## config.mk

```make
export PLATFORM = sky130hd
export DESIGN_NAME = boreal_envelope_scheduler
export DESIGN_NICKNAME = d
export VERILOG_FILES = /design/src/rtl/boreal_envelope_scheduler.sv
export SDC_FILE = /design/constraint.sdc
export NUM_CORES = 2
export LEC_CHECK = 0
export CORE_MARGIN = 2
export CORE_UTILIZATION = 62
export DETAILED_ROUTE_END_ITERATION = 16
export GPL_TIMING_DRIVEN = 1
export HOLD_SLACK_MARGIN = 0.03
export PLACE_DENSITY = 0.8
export REMOVE_ABC_BUFFERS = 1
export SLEW_MARGIN = 30
export SYNTH_ARGS = -nofsm -noshare
export SYNTH_HDL_FRONTEND = slang
export SYNTH_SLANG_ARGS = --single-unit
```

## constraint.sdc

```tcl
create_clock -name clk -period 21.6 [get_ports clk]
set_input_delay 2.16 -clock clk [delete_from_list [all_inputs] [get_ports clk]]
set_output_delay 2.16 -clock clk [all_outputs]
set_load 0.005 [all_outputs]
```

## src/rtl/boreal_envelope_scheduler.sv

```systemverilog
// Round-robin scheduler feeding one shared square/EMA pipeline for NCH envelope trackers.
// Optional per-channel shift bank enabled by defining BOREAL_ENV_CFG_EN.
module boreal_envelope_scheduler #(
    parameter int unsigned NCH   = 4,
    parameter int unsigned SHIFT = 6,
    localparam int unsigned CW   = $clog2(NCH)
) (
    input  logic              clk,
    input  logic              rst_n,
    input  logic [NCH-1:0]    in_valid,
    input  logic [24*NCH-1:0] in_data,
    output logic [NCH-1:0]    in_ready,
    input  logic              clr,
    input  logic              cfg_we,
    input  logic [CW-1:0]     cfg_ch,
    input  logic [3:0]        cfg_shift,
    output logic              out_valid,
    output logic [CW-1:0]     out_ch,
    output logic [23:0]       out_env
);

    logic [CW-1:0]        ptr;
    logic [NCH-1:0]       grant_c;
    logic [CW-1:0]        gidx_c;
    logic [CW-1:0]        idx_c;
    logic                 found_c;
    logic [23:0]          samp [NCH];
    logic signed [47:0]   xe_c;
    logic [23:0]          mag_c;
    logic [15:0]          sq_lo_unused;
    logic [7:0]           sq_hi_unused;

    logic                 s1_valid, s2_valid;
    logic [CW-1:0]        s1_ch, s2_ch;
    logic [23:0]          s1_mag, s2_mag;
    logic [23:0]          env [NCH];

    logic [3:0]           sh_c;
    logic signed [24:0]   diff_c;
    logic signed [24:0]   upd_c;
    logic [23:0]          env_new_c;

    for (genvar g = 0; g < NCH; g++) begin : g_lane
        assign samp[g] = in_data[24*g +: 24];
    end

    // First valid channel at or after ptr, wrapping; nothing granted while clearing.
    always_comb begin
        grant_c = '0;
        gidx_c  = '0;
        idx_c   = '0;
        found_c = 1'b0;
        for (int unsigned i = 0; i < NCH; i++) begin
            idx_c = CW'((32'(ptr) + i) % NCH);
            if (!clr && !found_c && in_valid[idx_c]) begin
                found_c        = 1'b1;
                grant_c[idx_c] = 1'b1;
                gidx_c         = idx_c;
            end
        end
    end

    assign in_ready = grant_c;

    assign xe_c = 48'($signed(samp[gidx_c]));
    assign {sq_hi_unused, mag_c, sq_lo_unused} = xe_c * xe_c;

`ifdef BOREAL_ENV_CFG_EN
    logic [3:0] shift_q [NCH];

    always_ff @(posedge clk or negedge rst_n) begin
        if (!rst_n) begin
            for (int unsigned i = 0; i < NCH; i++) shift_q[i] <= 4'(SHIFT);
        end else if (cfg_we && (32'(cfg_ch) < NCH)) begin
            shift_q[cfg_ch] <= cfg_shift;
        end
    end

    assign sh_c = shift_q[s2_ch];
`else
    logic unused_cfg;
    assign unused_cfg = ^{cfg_we, cfg_ch, cfg_shift};
    assign sh_c       = 4'(SHIFT);
`endif

    // EMA step: env += (mag - env) >>> shift, floor rounding via arithmetic shift.
    assign diff_c    = $signed({1'b0, s2_mag}) - $signed({1'b0, env[s2_ch]});
    assign upd_c     = diff_c >>> sh_c;
    assign env_new_c = env[s2_ch] + 24'(upd_c);

    always_ff @(posedge clk or negedge rst_n) begin
        if (!rst_n) begin
            ptr       <= '0;
            s1_valid  <= 1'b0;
            s1_ch     <= '0;
            s1_mag    <= '0;
            s2_valid  <= 1'b0;
            s2_ch     <= '0;
            s2_mag    <= '0;
            out_valid <= 1'b0;
            out_ch    <= '0;
            out_env   <= '0;
            for (int unsigned i = 0; i < NCH; i++) env[i] <= '0;
        end else begin
            s1_valid <= found_c;
            if (found_c) begin
                ptr    <= (32'(gidx_c) == NCH - 1) ? '0 : CW'(gidx_c + 1'b1);
                s1_ch  <= gidx_c;
                s1_mag <= mag_c;
            end
            s2_valid <= s1_valid;
            s2_ch    <= s1_ch;
            s2_mag   <= s1_mag;
            // Clear wins over the stage-2 write issued on the same edge.
            if (clr) begin
                out_valid <= 1'b0;
                for (int unsigned i = 0; i < NCH; i++) env[i] <= '0;
            end else if (s2_valid) begin
                env[s2_ch] <= env_new_c;
                out_valid  <= 1'b1;
                out_ch     <= s2_ch;
                out_env    <= env_new_c;
            end else begin
                out_valid <= 1'b0;
            end
        end
    end

endmodule

```

After elaboration in Yosys (flattened, before gate mapping)

Index checks and enable logic that the tools add are counted.

Bits in registers: 179
Logic and storage cells: 99

Add/sub/neg operators: 6
Multipliers: 1
Magnitude comparators: 11
Equal/unequal tests: 1
Mux-type cells: 42
Bitwise gates (word level): 6
Reduce and logical (&&, ||, !) cells: 18

Operator list:

| kind                                                                                 | count |
|---|---|
| 96-bit 2-to-1 mux                                                                    | 2 |
| 24-bit 2-to-1 mux                                                                    | 5 |
| 24-bit binary-select mux with 2-bit select                                           | 2 |
| 96-bit bitwise mux                                                                   | 1 |
| 24-bit demux with 2-bit select                                                       | 1 |
| 24-bit by 24-bit multiplier with 40-bit output                                       | 1 |
| 24-bit by 24-bit subtractor with 25-bit output                                       | 1 |
| 24-bit adder                                                                         | 1 |
| 4-bit 2-to-1 mux                                                                     | 4 |
| 1-bit 2-to-1 mux                                                                     | 14 |
| 1-bit logical AND                                                                    | 12 |
| 2-bit by 3-bit < comparator with 1-bit output (second input constant)                | 4 |
| 4-bit OR                                                                             | 3 |
| 2-bit 2-to-1 mux                                                                     | 5 |
| 1-bit binary-select mux with 2-bit select                                            | 4 |
| 1-bit demux with 2-bit select                                                        | 4 |
| 2-bit by 1-bit greater-or-equal comparator with 1-bit output (second input constant) | 4 |
| 3-bit greater-or-equal comparator (second input constant)                            | 2 |
| 2-bit inverter with 3-bit output                                                     | 2 |
| 2-bit by 1-bit adder with 2-bit output (second input constant)                       | 2 |
| 2-bit adder (second input constant)                                                  | 2 |
| 1-bit logical NOT                                                                    | 4 |
| 3-bit by 1-bit < comparator with 1-bit output (second input constant)                | 1 |
| 2-bit equality test (second input constant)                                          | 1 |
| other kinds (3)                                                                      | 3 |

Depth between registers and ports, before layout

Depth after elaboration: 21
Depth in mapped cells: 42

Worst setup path after synthesis

No wires, ideal clock.

Path kind: input to register
From: input port in_valid[1]
To: register s1_mag[16]
Setup time: 0.131 ns
Data arrival time: 10.612 ns
Required time: 21.469 ns
Slack: 10.857 ns
Stages on the path: 34
Buffers on the path: 2
Cell sequence: or4b_4 -> a2bb2oi_2 -> nor3_4 -> o2bb2ai_2 -> buf_6 -> buf_2 -> mux2i_1 -> clkinv_1 -> nor2_1 -> fa_1 -> fa_1 -> inv_1 -> fa_1 -> inv_1 -> fa_1 -> inv_1 -> fa_1 -> inv_1 -> fa_1 -> inv_1 -> fa_1 -> inv_1 -> ha_1 -> and3_1 -> a311oi_1 -> and3_1 -> o21ai_0 -> o21ai_0 -> o21ai_2 -> or2_1 -> a311oi_2 -> o221ai_1 -> xnor2_1 -> o21ai_1

Word-level cells in the longest chain between the ends: 21
Elaborated cells between the ends (all ways): 31

RTL lines:

| element                                                | line | text |
|---|---|---|
| start, declared                                        | 10   | `input logic [NCH-1:0] in_valid,` |
| 1-bit binary-select mux with 2-bit select              | 55   | `if (!clr && !found_c && in_valid[idx_c]) begin` |
| 1-bit 2-to-1 mux (not written as such)                 | 55   |  |
| 1-bit logical AND                                      | 55   |  |
| 1-bit 2-to-1 mux                                       | 55   |  |
| 1-bit logical NOT                                      | 55   |  |
| 1-bit logical AND (2 in a row)                         | 55   |  |
| 1-bit 2-to-1 mux                                       | 55   |  |
| 1-bit logical NOT                                      | 55   |  |
| 1-bit logical AND (2 in a row)                         | 55   |  |
| 1-bit 2-to-1 mux                                       | 55   |  |
| 1-bit logical NOT                                      | 55   |  |
| 1-bit logical AND (2 in a row)                         | 55   |  |
| 2-bit 2-to-1 mux                                       | 55   |  |
| 2-bit inverter with 3-bit output (not written as such) | 65   | `assign xe_c = 48'($signed(samp[gidx_c]));` |
| 24-bit binary-select mux with 2-bit select             | 65   |  |
| 24-bit 2-to-1 mux (not written as such) (2 in a row)   | 65   |  |
| 24-bit by 24-bit multiplier with 40-bit output         | 66   | `assign {sq_hi_unused, mag_c, sq_lo_unused} = xe_c * xe_c;` |
| end signal, assigned                                   | 109  | `s1_mag <= mag_c;` |
| end, declared                                          | 35   | `logic [23:0] s1_mag, s2_mag;` |

Parallel ways exist; a longest one is shown, timed or not. The select of a mux whose other input is x is not followed.
A chain may end at the register's enable or synchronous reset.

Worst setup path after layout

Same ends and word-level chain as after synthesis.

==> metrics.txt <==
# resized after CTS=0; setup slack at placement=around 8.7 ns; hold endpoint=s2_valid; wl on met1=between 20 and 25 mm; Post-synth top flop=dfrtp_1; final clock skew=a little under 0.01 ns; vias per inst=slightly below 6; r2r worst-path depth=38; crit share post-route=58.3%; Ports=141; Root Driver=clkbuf_16; hold wc startpoint=s1_valid; Crit Path Class=input port to register; Post-Synthesis Cells=between 2000 and 3000; CP Capture Type=register; Chip Width=roughly 210 µm; RSZ-0062 raised after global routing=false; FMAX=around 79 MHz; Worst Path Buf+Inv=10; largest net degree at the start of global routing=between 90 and 100; clock sinks=between 150 and 200; Core Region=roughly 42000 µm²; CTS Buf Count=17; final hold vios=0; Worst path top cell family by delay=adder cells; count of different cell masters after synthesis=between 80 and 90; ratio of cells with drive above 1 in the final layout=about 5.7%; worst-path fanout max=46; CP peak stage delay=~0.75 ns; post-synth top area cell=fa_1; critical path startpoint category=input port; R2R setup slack=about 10 ns; H-Tree Depth=4; post-route minimum period=between 10 and 15 ns; gr usage total=a little under a third; Rows=75; YS warnings=0; Die H=approximately 210 µm; Slowest-stage cell, CP=clkinv_1; initial antenna violation count=0; NumNets Final=about 3500; Max-Slew Margin vs Limit=43.7%; # setup viols final=0; vias in the first global route=roughly 22000; Synth Register Bits=about 180; grt ovf=0; synthesized area per cell=a little under 10 µm²; DRT Pass-1 Iters=6; Post-synth EDFFs=0; reg-to-reg startpoint=ptr[0]; Worst-Margin Slew=0.840 ns; worst min path class=register to register; final slew viol count=0; Final GP Congestion=~0.96; Post-Syn Area=roughly 26000 µm²; multi-input logic area=18900 µm²; worst-skew pair later-pin latency=around 0.43 ns; vias=slightly below 20000; Starting Density=a little over three fifths; Final TNS setup=0 ns; DR top layer=met4; CTS clk-pin slew, worst paths=0.07 ns; Port Buffers=roughly 130; Area contributors post-synth=fa_1, dfrtp_1, inv_1, ha_1, nand2_1; MaxCap Viol Count=0; CTS Hold Bufs=0; # fillers=~3100; top-area cell type share of the netlist area=between 30% and 40%; Final HPWL DP=between 50 and 60 mm; fraction of registers with async set/reset=100%; sequential fraction of the synthesis area=between 10% and 20%; Post-route DRC=0; Routed WL=approximately 64 mm; Worst EP arrival=~13 ns; post-CTS setup buffer count=0; FF-to-FF End=s1_mag[16]; initial drt markers=approximately 1600; run status=completed; die area=43900 µm²; WL met3=between 5 and 6 mm; most common cell after layout, fill and taps aside=inv_1; Final ANT Viol Nets=0; required time worst endpoint=21.90 ns; clk buf depth=2; wire per inst=between 15 and 20 µm; # diodes=0; global-route wire length before repair=between 100 and 150 mm; Area Growth Syn to Fin=9.56%; setup ws final=~9.0 ns; CTS tree=built; register area=around 4500 µm²; met2 wire len=31.0 mm; most frequent cells in the layout=inv_1, fa_1, nand2_1; Worst Hold Path Cells=0
cell families after synthesis:
family	Yosys count	synth area share (%)
muxes	120	5.98
DFF	179	17.1
and+or+nand+nor	561	9.19
buffers and inverters	748	10.9
adders and majority gates	644	44.2
AOI/OAI and AO/OA	361	10.2
xor gates and xnor gates	71	2.43
area by class of cell:
class                      count  share of cell area (%)
clock buffer                  19                    1.58
clock inverter                13                   0.484
inverter                     653                    8.54
multi-input combinational   1757                    66.0
sequential                   179                    15.6
tap                          539                    2.35
timing repair buffer         164                    5.47
metrics by stage:
step / instance area, µm² / util (%) / hold WS, ns / std cells
floorplan: 25800 / - / 0.331 / 2589
global placement: 28100 / 67.1 / 0.339 / 3292
detailed placement: 28100 / 67.1 / 0.347 / 3292
CTS: 28700 / 68.6 / 0.362 / 3324
global route: 28700 / 68.6 / 0.366 / 3324
finish: 28700 / 68.6 / 0.358 / 3324
synthesized netlist by cell type (all sizes together) (13+ instances only):
cell	n
mux4	26
dfrtp	179
buf	29
fa	469
a21o	44
xor2	20
nand2b	13
nand3	19
nand2	264
nor2	177
nor3	24
ha	175
inv	647
a22o	82
o21a	13
a21oi	65
mux2	23
mux2i	71
nor2b	20
clkbuf	66
xnor2	51
o21ai	68
worst reg2reg max path, delay by kind of cell, from the launching register on:
kind | cells | cell delay [ns]
buf+inv | 10 | 1.98
simple gates | 6 | 1.54
xor+xnor | 1 | 0.17
fa+ha+maj | 9 | 4.16
mux | 2 | 0.69
flops | 1 | 0.78
compound gates | 10 | 1.99
flip-flops by register name, summed over array words and instances (netlist names):
signal / cells
s1_valid: 1
ptr: 2
s1_mag: 24
out_ch: 2
out_env: 24
s2_ch: 2
out_valid: 1
s2_valid: 1
s1_ch: 2
s2_mag: 24
env: 96
metal layers:
layer / track usage, % / vias up
met2: 52.6 / 989
met3: 5.40 / 190
li1: - / 8547
met4: 11.6 / 0
met5: 0 / -
met1: 39.3 / 9642
how the worst max path moves through the flow:
stage	startpoint	slack, ns	cells past startpoint	to
after floorplan	in_valid[2]	6.15	33	s1_mag[16]
after detailed placement	in_valid[1]	8.67	37	s1_mag[16]
after global placement	in_valid[1]	8.94	37	s1_mag[16]
after CTS	in_valid[1]	9.12	37	s1_mag[16]
after global routing	in_valid[1]	8.63	37	s1_mag[16]
final	in_valid[1]	9.02	37	s1_mag[16]
Power is left out: the tool's default activity adds up to more than one toggle a clock period on the data nets, which glitch-free logic cannot reach.
